--- src/rtl/alu_bitserial_seq_if.sv ---
// CPU-side Start/Done bundle for alu_bitserial_seq; the abort member exists only
// when ALU_SEQ_ABORT_EN is defined.
interface alu_bitserial_seq_if #(
    parameter int WIDTH = 16
);
    logic             start;
    logic [3:0]       ctrl;
    logic [WIDTH-1:0] op_a;
    logic [WIDTH-1:0] op_b;
`ifdef ALU_SEQ_ABORT_EN
    logic             abort;
`endif
    logic             busy;
    logic             done;
    logic [WIDTH-1:0] result;
    logic             carry_out;
    logic             overflow;
    logic             zero;
    logic             invalid;

`ifdef ALU_SEQ_ABORT_EN
    modport master (output start, ctrl, op_a, op_b, abort,
                    input  busy, done, result, carry_out, overflow, zero, invalid);
    modport slave  (input  start, ctrl, op_a, op_b, abort,
                    output busy, done, result, carry_out, overflow, zero, invalid);
`else
    modport master (output start, ctrl, op_a, op_b,
                    input  busy, done, result, carry_out, overflow, zero, invalid);
    modport slave  (input  start, ctrl, op_a, op_b,
                    output busy, done, result, carry_out, overflow, zero, invalid);
`endif
endinterface

--- src/rtl/alu_bitserial_seq.sv ---
// Bit-serial sequencer driving one external 1-bit ALU slice, LSB first.
// Optional feature: define ALU_SEQ_ABORT_EN to add an abort input on the CPU bundle.
module alu_bitserial_seq #(
    parameter int WIDTH = 16
) (
    input  logic                i_clk,
    input  logic                i_rst_n,
    alu_bitserial_seq_if.slave  io_cpu,
    output logic                o_slice_a,
    output logic                o_slice_b,
    output logic                o_slice_cin,
    output logic                o_slice_ainvert,
    output logic                o_slice_binvert,
    output logic                o_slice_less,
    output logic [2:0]          o_slice_op,
    input  logic                i_slice_result,
    input  logic                i_slice_carry_out
);
    localparam int            CW   = (WIDTH > 1) ? $clog2(WIDTH) : 1;
    localparam logic [CW-1:0] LAST = CW'(WIDTH - 1);

    typedef enum logic [1:0] {S_IDLE, S_RUN, S_SLT2, S_DONE} state_t;

    state_t           r_state, w_state_nxt;
    logic [CW-1:0]    r_cnt;
    logic             r_carry, r_set;
    logic [2:0]       r_slice_op;
    logic             r_binv, r_is_slt, r_arith, r_invalid;
    logic [WIDTH-1:0] r_result, r_a_sh, r_b_sh;
    logic             r_carry_out, r_overflow, r_zero;

    logic             w_accept, w_abort, w_last;
    logic [WIDTH-1:0] w_result_nxt;
    logic [2:0]       w_dec_op;
    logic             w_dec_binv, w_dec_slt, w_dec_arith, w_dec_invalid;

    assign w_accept     = ((r_state == S_IDLE) || (r_state == S_DONE)) && io_cpu.start;
    assign w_last       = (r_cnt == LAST);
    assign w_result_nxt = {i_slice_result, r_result[WIDTH-1:1]};
`ifdef ALU_SEQ_ABORT_EN
    assign w_abort      = io_cpu.abort && ((r_state == S_RUN) || (r_state == S_SLT2));
`else
    assign w_abort      = 1'b0;
`endif

    // SUB and SLT both subtract: invert B and seed the carry with 1
    always_comb begin
        w_dec_op      = 3'b000;
        w_dec_binv    = 1'b0;
        w_dec_slt     = 1'b0;
        w_dec_arith   = 1'b0;
        w_dec_invalid = 1'b0;
        case (io_cpu.ctrl)
            4'b0000: w_dec_op = 3'b000;
            4'b0001: w_dec_op = 3'b010;
            4'b0010: w_dec_op = 3'b011;
            4'b0011: begin w_dec_op = 3'b100; w_dec_arith = 1'b1; end
            4'b0100: begin w_dec_op = 3'b100; w_dec_arith = 1'b1; w_dec_binv = 1'b1; end
            4'b0101: begin
                w_dec_op = 3'b100; w_dec_arith = 1'b1; w_dec_binv = 1'b1; w_dec_slt = 1'b1;
            end
            default: w_dec_invalid = 1'b1;
        endcase
    end

    always_ff @(posedge i_clk or negedge i_rst_n) begin
        if (!i_rst_n) r_state <= S_IDLE;
        else          r_state <= w_state_nxt;
    end

    always_comb begin
        w_state_nxt     = r_state;
        o_slice_a       = 1'b0;
        o_slice_b       = 1'b0;
        o_slice_cin     = 1'b0;
        o_slice_ainvert = 1'b0;
        o_slice_binvert = 1'b0;
        o_slice_less    = 1'b0;
        o_slice_op      = 3'b000;
        case (r_state)
            S_IDLE: if (io_cpu.start) w_state_nxt = S_RUN;
            S_RUN: begin
                o_slice_a       = r_a_sh[0];
                o_slice_b       = r_b_sh[0] & ~r_invalid;
                o_slice_cin     = r_carry;
                o_slice_binvert = r_binv;
                o_slice_op      = r_slice_op;
                if (w_abort)     w_state_nxt = S_IDLE;
                else if (w_last) w_state_nxt = r_is_slt ? S_SLT2 : S_DONE;
            end
            S_SLT2: begin
                o_slice_op   = 3'b101;
                o_slice_less = r_set && (r_cnt == '0);
                if (w_abort)     w_state_nxt = S_IDLE;
                else if (w_last) w_state_nxt = S_DONE;
            end
            S_DONE: w_state_nxt = io_cpu.start ? S_RUN : S_IDLE;
            default: w_state_nxt = S_IDLE;
        endcase
    end

    // ---- bit-serial datapath: result collection, carry chain and flags ----
    always_ff @(posedge i_clk or negedge i_rst_n) begin
        if (!i_rst_n) begin
            r_cnt       <= '0;
            r_carry     <= 1'b0;
            r_set       <= 1'b0;
            r_slice_op  <= 3'b000;
            r_binv      <= 1'b0;
            r_is_slt    <= 1'b0;
            r_arith     <= 1'b0;
            r_invalid   <= 1'b0;
            r_result    <= '0;
            r_carry_out <= 1'b0;
            r_overflow  <= 1'b0;
            r_zero      <= 1'b0;
        end else if (w_accept) begin
            r_cnt       <= '0;
            r_carry     <= w_dec_binv;
            r_slice_op  <= w_dec_op;
            r_binv      <= w_dec_binv;
            r_is_slt    <= w_dec_slt;
            r_arith     <= w_dec_arith;
            r_invalid   <= w_dec_invalid;
            r_result    <= '0;
            r_carry_out <= 1'b0;
            r_overflow  <= 1'b0;
            r_zero      <= 1'b0;
        end else if (w_abort) begin
            r_invalid   <= 1'b0;
            r_result    <= '0;
            r_carry_out <= 1'b0;
            r_overflow  <= 1'b0;
            r_zero      <= 1'b0;
        end else if (r_state == S_RUN) begin
            r_result <= w_result_nxt;
            r_carry  <= i_slice_carry_out;
            r_cnt    <= w_last ? '0 : r_cnt + 1'b1;
            if (w_last) begin
                // carry into the MSB is r_carry; set = signed "less than" of the difference
                if (r_arith) begin
                    r_carry_out <= i_slice_carry_out;
                    r_overflow  <= r_carry ^ i_slice_carry_out;
                end
                r_set <= i_slice_result ^ r_carry ^ i_slice_carry_out;
                if (!r_is_slt) r_zero <= ~r_invalid && (w_result_nxt == '0);
            end
        end else if (r_state == S_SLT2) begin
            r_result <= w_result_nxt;
            r_cnt    <= w_last ? '0 : r_cnt + 1'b1;
            if (w_last) r_zero <= (w_result_nxt == '0);
        end
    end

    // Operand shift registers carry no control state, so they need no reset
    always_ff @(posedge i_clk) begin
        if (w_accept) begin
            r_a_sh <= io_cpu.op_a;
            r_b_sh <= io_cpu.op_b;
        end else if (r_state == S_RUN) begin
            r_a_sh <= r_a_sh >> 1;
            r_b_sh <= r_b_sh >> 1;
        end
    end

    assign io_cpu.busy      = (r_state == S_RUN) || (r_state == S_SLT2);
    assign io_cpu.done      = (r_state == S_DONE);
    assign io_cpu.result    = r_result;
    assign io_cpu.carry_out = r_carry_out;
    assign io_cpu.overflow  = r_overflow;
    assign io_cpu.zero      = r_zero;
    assign io_cpu.invalid   = r_invalid;
endmodule

--- src/flat_wrapper.sv ---
// flat-port wrapper written by rule: the top's interface ports become plain ports
module alu_bitserial_seq_flat 
#(
    parameter int WIDTH = 16
)
  (i_clk, i_rst_n, o_slice_a, o_slice_b, o_slice_cin, o_slice_ainvert, o_slice_binvert, o_slice_less, o_slice_op, i_slice_result, i_slice_carry_out, io_cpu_start, io_cpu_ctrl, io_cpu_op_a, io_cpu_op_b, io_cpu_busy, io_cpu_done, io_cpu_result, io_cpu_carry_out, io_cpu_overflow, io_cpu_zero, io_cpu_invalid);
  alu_bitserial_seq_if #(.WIDTH(WIDTH)) io_cpu_i ();
  input  logic i_clk;
  input  logic i_rst_n;
  output logic o_slice_a;
  output logic o_slice_b;
  output logic o_slice_cin;
  output logic o_slice_ainvert;
  output logic o_slice_binvert;
  output logic o_slice_less;
  output logic [2:0] o_slice_op;
  input  logic i_slice_result;
  input  logic i_slice_carry_out;
  input wire logic [$bits(io_cpu_i.start)-1:0] io_cpu_start;
  input wire logic [$bits(io_cpu_i.ctrl)-1:0] io_cpu_ctrl;
  input wire logic [$bits(io_cpu_i.op_a)-1:0] io_cpu_op_a;
  input wire logic [$bits(io_cpu_i.op_b)-1:0] io_cpu_op_b;
  output wire logic [$bits(io_cpu_i.busy)-1:0] io_cpu_busy;
  output wire logic [$bits(io_cpu_i.done)-1:0] io_cpu_done;
  output wire logic [$bits(io_cpu_i.result)-1:0] io_cpu_result;
  output wire logic [$bits(io_cpu_i.carry_out)-1:0] io_cpu_carry_out;
  output wire logic [$bits(io_cpu_i.overflow)-1:0] io_cpu_overflow;
  output wire logic [$bits(io_cpu_i.zero)-1:0] io_cpu_zero;
  output wire logic [$bits(io_cpu_i.invalid)-1:0] io_cpu_invalid;
  assign io_cpu_i.start = io_cpu_start;
  assign io_cpu_i.ctrl = io_cpu_ctrl;
  assign io_cpu_i.op_a = io_cpu_op_a;
  assign io_cpu_i.op_b = io_cpu_op_b;
  assign io_cpu_busy = io_cpu_i.busy;
  assign io_cpu_done = io_cpu_i.done;
  assign io_cpu_result = io_cpu_i.result;
  assign io_cpu_carry_out = io_cpu_i.carry_out;
  assign io_cpu_overflow = io_cpu_i.overflow;
  assign io_cpu_zero = io_cpu_i.zero;
  assign io_cpu_invalid = io_cpu_i.invalid;
  alu_bitserial_seq #(.WIDTH(WIDTH)) u_core (.i_clk(i_clk), .i_rst_n(i_rst_n), .io_cpu(io_cpu_i), .o_slice_a(o_slice_a), .o_slice_b(o_slice_b), .o_slice_cin(o_slice_cin), .o_slice_ainvert(o_slice_ainvert), .o_slice_binvert(o_slice_binvert), .o_slice_less(o_slice_less), .o_slice_op(o_slice_op), .i_slice_result(i_slice_result), .i_slice_carry_out(i_slice_carry_out));
endmodule
--- config.mk ---
export PLATFORM = sky130hd
export DESIGN_NAME = alu_bitserial_seq_flat
export DESIGN_NICKNAME = d
export VERILOG_FILES = /design/src/rtl/alu_bitserial_seq_if.sv /design/src/rtl/alu_bitserial_seq.sv /design/src/flat_wrapper.sv
export SDC_FILE = /design/constraint.sdc
export NUM_CORES = 1
export LEC_CHECK = 0
export ABC_CLOCK_PERIOD_IN_PS = 2250
export BUFFER_PORTS_ARGS = -buffer_cell sky130_fd_sc_hd__buf_2
export CAP_MARGIN = 20
export CORE_MARGIN = 8
export CORE_UTILIZATION = 42
export DETAILED_ROUTE_END_ITERATION = 7
export PLACE_DENSITY_LB_ADDON = 0.25
export REMOVE_ABC_BUFFERS = 1
export SYNTH_ARGS = -nofsm -noshare
export SYNTH_HDL_FRONTEND = slang
export SYNTH_SLANG_ARGS = --single-unit
--- constraint.sdc ---
create_clock -name i_clk -period 2.25 [get_ports i_clk]
set_input_delay 0.45 -clock i_clk [delete_from_list [all_inputs] [get_ports i_clk]]
set_output_delay 0.45 -clock i_clk [all_outputs]
set_load 0.005 [all_outputs]
# Word level (Yosys, flattened, before mapping)
# Index checks and enable logic that the tools add are counted.
# word_totals
ff_bits,66
in_bits,41
wordCells,99
# classes
add_sub_neg,1
n_eq_ne,13
n_mux,44
n_bitwise,6
n_reduce_logical,20
# op_table
op,count
two-way mux 16 bit,7
two-way mux 1 bit,27
logical NOT 16 bit,1
two-way mux 4 bit,4
AND reduction 3 bit,4
one-hot mux 3 bit (3 select lines),1
"equality test 4 x 2 -> 1 bit, second input constant",2
"equality test 4 x 3 -> 1 bit, second input constant",2
logical NOT 4 bit,2
one-hot mux 2 bit (4 select lines),1
two-way mux 2 bit,3
one-hot mux 3 bit (2 select lines),1
nonzero test 2 bit,3
OR reduction 6 bit,1
"adder 4 x 1 -> 4 bit, second input constant",1
"equality test 2 bit, second input constant",2
"equality test 4 x 1 -> 1 bit, second input constant",1
"equality test 4 bit, second input constant",1
"!= test 2 x 1 -> 1 bit, second input constant",2
logical AND 1 bit,3
"!= test 3 bit, second input constant",1
nonzero test 3 bit,1
OR reduction 3 bit,1
XOR 1 bit,3
other kinds (7),9

# Logic depth before layout (Yosys ltp)
# depth
ltp_word,6
ltp_mapped,8
ltp_nobuf,5

# Least setup slack after synthesis
# Ideal clock, no wire load.
# synth_path
kind,flip-flop to flip-flop
from,reg u_core.r_state[0]
to,reg u_core.r_a_sh[0] (enable)
setup_time_ns,0.394
arrival_ns,1.963
slack_ns,-0.107
stages_incl_launch_ff,7
n_path_buf,2
period_less_slack_ns,2.357
path_cell_list,dfrtp_1 -> inv_1 -> ha_1 -> buf_6 -> nand2b_4 -> buf_6 -> nand2b_1
# synth_between
elab_chain_len,4
# synth_lines
item,line_no,text
start: declaration,alu_bitserial_seq.sv:24,"state_t r_state, w_state_nxt;"
start signal: assignment,alu_bitserial_seq.sv:68,else r_state <= w_state_nxt;
equality test 2 bit or logical NOT 2 bit (tied branches),alu_bitserial_seq.sv:37,assign w_accept = ((r_state == S_IDLE) || (r_state == S_DONE)) && io_cpu.start;
logical OR 1 bit,alu_bitserial_seq.sv:37,
logical AND 1 bit,alu_bitserial_seq.sv:37,
nonzero test 2 bit (no line) (*),n/a,
end signal: assignment,alu_bitserial_seq.sv:158,r_a_sh <= io_cpu.op_a;
end signal: assignment,alu_bitserial_seq.sv:161,r_a_sh <= r_a_sh >> 1;
end: declaration,alu_bitserial_seq.sv:29,"logic [WIDTH-1:0] r_result, r_a_sh, r_b_sh;"
# Mark *: on every way between the ends. The rest lies on a longest branch, timed or not.
# A chain may end at the register's enable or synchronous reset.

# Worst setup path after layout
# layout_path
from,reg u_core.r_state[1]
to,out o_slice_op[2]
# layout_between
elab_chain_len,2
# layout_lines
item,line_no,text
equality test 2 bit or equality test 2 x 1 -> 1 bit (tied branches),alu_bitserial_seq.sv:80,case (r_state)
one-hot mux 3 bit (2 select lines) (*),alu_bitserial_seq.sv:80,
end: declaration,flat_wrapper.sv:16,output logic [2:0] o_slice_op;
# Marks and branches as above.

==> impl_metrics.prom <==
# TYPE chip_impl_metric gauge
chip_impl_info{name="run_status",value="complete, no violations"} 1
chip_impl_metric{name="placeableCoreArea",unit="mm2"} 0.00721
chip_impl_metric{name="register_area",unit="mm2"} 0.00181
chip_impl_metric{name="gp_congestion",unit=""} 0.726
chip_impl_metric{name="setup-violations-final",unit=""} 0
chip_impl_metric{name="postLayoutSetupSlackWorst",unit="ps"} 162
chip_impl_metric{name="numCtsBuffers",unit=""} 9
chip_impl_info{name="criticalPathCategory",value="flop to output pin"} 1
chip_impl_metric{name="combined_area_of_the_multi_input_logic_cells",unit="mm2"} 0.00116
chip_impl_metric{name="clk_latency_worst_skew_pair",unit="ps"} 340
chip_impl_metric{name="cts_num_sinks",unit=""} 66
chip_impl_metric{name="detailroute.via_count",unit=""} 2261
chip_impl_metric{name="area_growth_syn_to_layout",unit="%"} 19.6
chip_impl_metric{name="first_global_vias",unit=""} 2327
chip_impl_metric{name="cts.reportedPaths.clkPinSlew",unit="ps"} 70
chip_impl_metric{name="worstPathRequired",unit="ps"} 1800
chip_impl_metric{name="nets",unit=""} 411
chip_impl_metric{name="postSynthCellCount",unit=""} 290
chip_impl_metric{name="ioPinCount",unit=""} 72
chip_impl_info{name="layout.cells.most_common",value="nand2_1"} 1
chip_impl_metric{name="die_h",unit="um"} 102
chip_impl_metric{name="fin_worst_hold_slack",unit="ps"} 176
chip_impl_metric{name="max_cap_violations",unit=""} 0
chip_impl_metric{name="fraction_of_layout_instances_using_a_drive_strength_above_1",unit=""} 0.278
chip_impl_metric{name="final.setup_skew",unit="ps"} 8.60
chip_impl_metric{name="ys_seq_elements",unit=""} 66
chip_impl_metric{name="p_total",unit="W"} 0.00521
chip_impl_metric{name="die_width",unit="um"} 102
chip_impl_metric{name="drtPass1Iterations",unit=""} 6
chip_impl_metric{name="dp_hpwl",unit="um"} 4720
chip_impl_metric{name="post-cts-setup-buffer-count",unit=""} 0
chip_impl_info{name="clockRootBuffer",value="clkbuf_8"} 1
chip_impl_metric{name="grt_first_pass_wirelength",unit="um"} 11000
chip_impl_metric{name="p_per_area",unit="mW/mm2"} 1400
chip_impl_metric{name="synth-edff-count",unit=""} 32
chip_impl_metric{name="grtUsageMet2",unit=""} 0.207
chip_impl_info{name="top_library_cells_by_usage_in_the_layout_fill_and_taps_aside",value="nand2_1, buf_2, dfrtp_1"} 1
chip_impl_metric{name="final_antenna_net_count",unit=""} 0
chip_impl_metric{name="worst-endpoint-arrival",unit="ps"} 1640
chip_impl_metric{name="overflow",unit=""} 0
chip_impl_metric{name="grt_max_degree",unit=""} 35
chip_impl_metric{name="leakage_power_total",unit="nW"} 1.85
chip_impl_info{name="worstSetupEndpointType",value="output pin"} 1
chip_impl_metric{name="rows",unit=""} 31
chip_impl_metric{name="maxClockFrequency",unit="GHz"} 0.479
chip_impl_metric{name="crit_fanout",unit=""} 15
chip_impl_metric{name="filler_cell_count",unit=""} 690
chip_impl_info{name="globalRoute.busiestLayer",value="met2"} 1
chip_impl_metric{name="cts.htree.levels",unit=""} 3
chip_impl_metric{name="grt_use_met1",unit=""} 0.165
chip_impl_metric{name="synth-warning-count",unit=""} 0
chip_impl_metric{name="antenna_found_initial",unit=""} 0
chip_impl_metric{name="diodes",unit=""} 0
chip_impl_metric{name="finalCritPeriodShare",unit=""} 0.928
chip_impl_info{name="setup_repair_after_global_routing_missed_its_margin",value="false"} 1
chip_impl_metric{name="initial_utilization",unit=""} 0.431
chip_impl_info{name="tritoncts_clock_tree",value="yes"} 1
chip_impl_metric{name="wire_length_per_cell",unit="um"} 14.1
chip_impl_metric{name="cts_max_path_buffers",unit=""} 2
chip_impl_metric{name="buffer_ports.inserted",unit=""} 70
chip_impl_metric{name="ctsHoldBuffers",unit=""} 0
chip_impl_metric{name="track_usage",unit=""} 0.134
chip_impl_metric{name="sequential_share_of_the_synthesized_area",unit=""} 0.582
chip_impl_metric{name="hold_viol_final",unit=""} 0
chip_impl_metric{name="post_synth_instance_area",unit="mm2"} 0.00311
chip_impl_metric{name="vdd.ir_drop.worst",unit="V"} 0.000676
chip_impl_metric{name="timing.reg2reg.setup_slack",unit="ps"} 390
chip_impl_metric{name="slew_viol_final",unit=""} 0
chip_impl_metric{name="yosysUniqueCellTypes",unit=""} 48
chip_impl_metric{name="drtIter0Drc",unit=""} 85
chip_impl_metric{name="worst_slack_after_detailed_placement",unit="ps"} 326
chip_impl_info{name="worst_hold_path_type",value="input port to async pin"} 1
chip_impl_metric{name="final_routed_wirelength_across_all_metal_layers",unit="um"} 6590
chip_impl_info{name="yosys_most_used_dff",value="dfrtp_1"} 1
chip_impl_metric{name="max_slew.worst_pin.slew",unit="ps"} 753
chip_impl_info{name="startpoint_type_of_the_worst_setup_path",value="flop"} 1
chip_impl_metric{name="global_routing_usage_on_met3",unit=""} 0.0627
chip_impl_metric{name="relative_max_transition_margin",unit=""} 0.498
chip_impl_metric{name="die_area",unit="mm2"} 0.0104
chip_impl_metric{name="async_reset_ff_frac",unit=""} 0.515
chip_impl_metric{name="finalCriticalPeriod",unit="ps"} 2090
chip_impl_metric{name="drc_errors",unit=""} 0
chip_impl_metric{name="mean_area_per_synthesized_cell",unit="um2"} 10.7
chip_impl_metric{name="avgViaCountPerCell",unit=""} 4.85
[per-layer routing]
layer,vias up,routed length [um]
met3,5,631
met5,-,0
met1,1040,3000
met2,79,2890
met4,0,62
li1,1137,-
[layout make-up]
type,instances,share of cell area
Tap cell,99,0.0333
Sequential cell,66,0.487
Inverter,6,0.00605
Multi-Input combinational cell,201,0.311
Timing Repair Buffer,78,0.110
Clock inverter,7,0.0188
Clock buffer,9,0.0333
[final timing paths]
path | from | endpoint | cells after the start
max | u_core.r_state[1] | o_slice_op[2] | 5
max in group asynchronous | i_rst_n | u_core.io_cpu.result[12] | 1
min reg2reg | u_core.r_binv | u_core.r_binv | 2
min in group i_clk | io_cpu_ctrl[3] | u_core.r_slice_op[1] | 2
min | i_rst_n | u_core.r_slice_op[2] | 1
max reg2reg | u_core.r_state[0] | u_core.r_a_sh[12] | 5
[metrics by stage]
step           setup TNS [ps]  cell area, um2  instances   util
2_1_floorplan          -16890            2990        273      -
3_3_place_gp                0            3520        450  0.488
3_5_place_dp                0            3520        450  0.488
4_1_cts                     0            3720        466  0.516
5_1_grt                     0            3720        466  0.516
6_report                    0            3720        466  0.516
[cells by family after synthesis]
logic type	Yosys count	share of synthesized area
multiplexers	3	0.0129
XOR/XNOR	5	0.0141
AND/OR/NAND/NOR	145	0.210
AO/OA/AOI/OAI	39	0.101
flip-flops	66	0.582
buffers and inverters	23	0.0463
adder cells (fa/ha/maj)	8	0.0322
other	1	0.00121
[Yosys cell counts (3+ instances only)]
| master | instances | share of area |
|---|---|---|
| ha_1 | 8 | 0.032 |
| buf_2 | 3 | 0.0048 |
| nor2b_1 | 3 | 0.0060 |
| nor4_1 | 4 | 0.0080 |
| xor2_1 | 3 | 0.0084 |
| buf_6 | 5 | 0.018 |
| nand3_1 | 5 | 0.0080 |
| and2_1 | 6 | 0.012 |
| clkbuf_1 | 4 | 0.0048 |
| o21ai_0 | 4 | 0.0064 |
| a21oi_1 | 4 | 0.0064 |
| edfxtp_1 | 32 | 0.31 |
| buf_4 | 4 | 0.0097 |
| nand2b_1 | 3 | 0.0060 |
| dfrtp_1 | 34 | 0.27 |
| inv_1 | 6 | 0.0072 |
| nand2_1 | 105 | 0.13 |
| a22o_1 | 17 | 0.048 |
| nor2_1 | 4 | 0.0048 |
[power by group]
group | leakage (nW) | internal (W) | switching [W]
registers | 0.773 | 0.00197 | 0.000244
clock network | 0.0990 | 0.000509 | 0.000472
logic | 0.981 | 0.000807 | 0.00120
[critical path, stage by stage (launching register included)]
cell and delay, ps:
dfrtp_1 410, inv_1 130, ha_2 380, a21oi_1 120
nor2b_1 130, buf_2 130
[what timing repair did]
action | in CTS | in global routing
setup endpoints to repair | 2 | 0
gates resized for setup | 1 | 0
endpoints found under the hold margin | 0 | 0
[sequential cells by signal, indices dropped and copies added, names as in the netlist, 2 cells and up]
name and count:
u_core.r_state 2, u_core.io_cpu.result 16, u_core.r_slice_op 3, u_core.r_a_sh 16, u_core.r_b_sh 16, u_core.r_cnt 4
No activity file was read; power rests on OpenSTA's default activity.
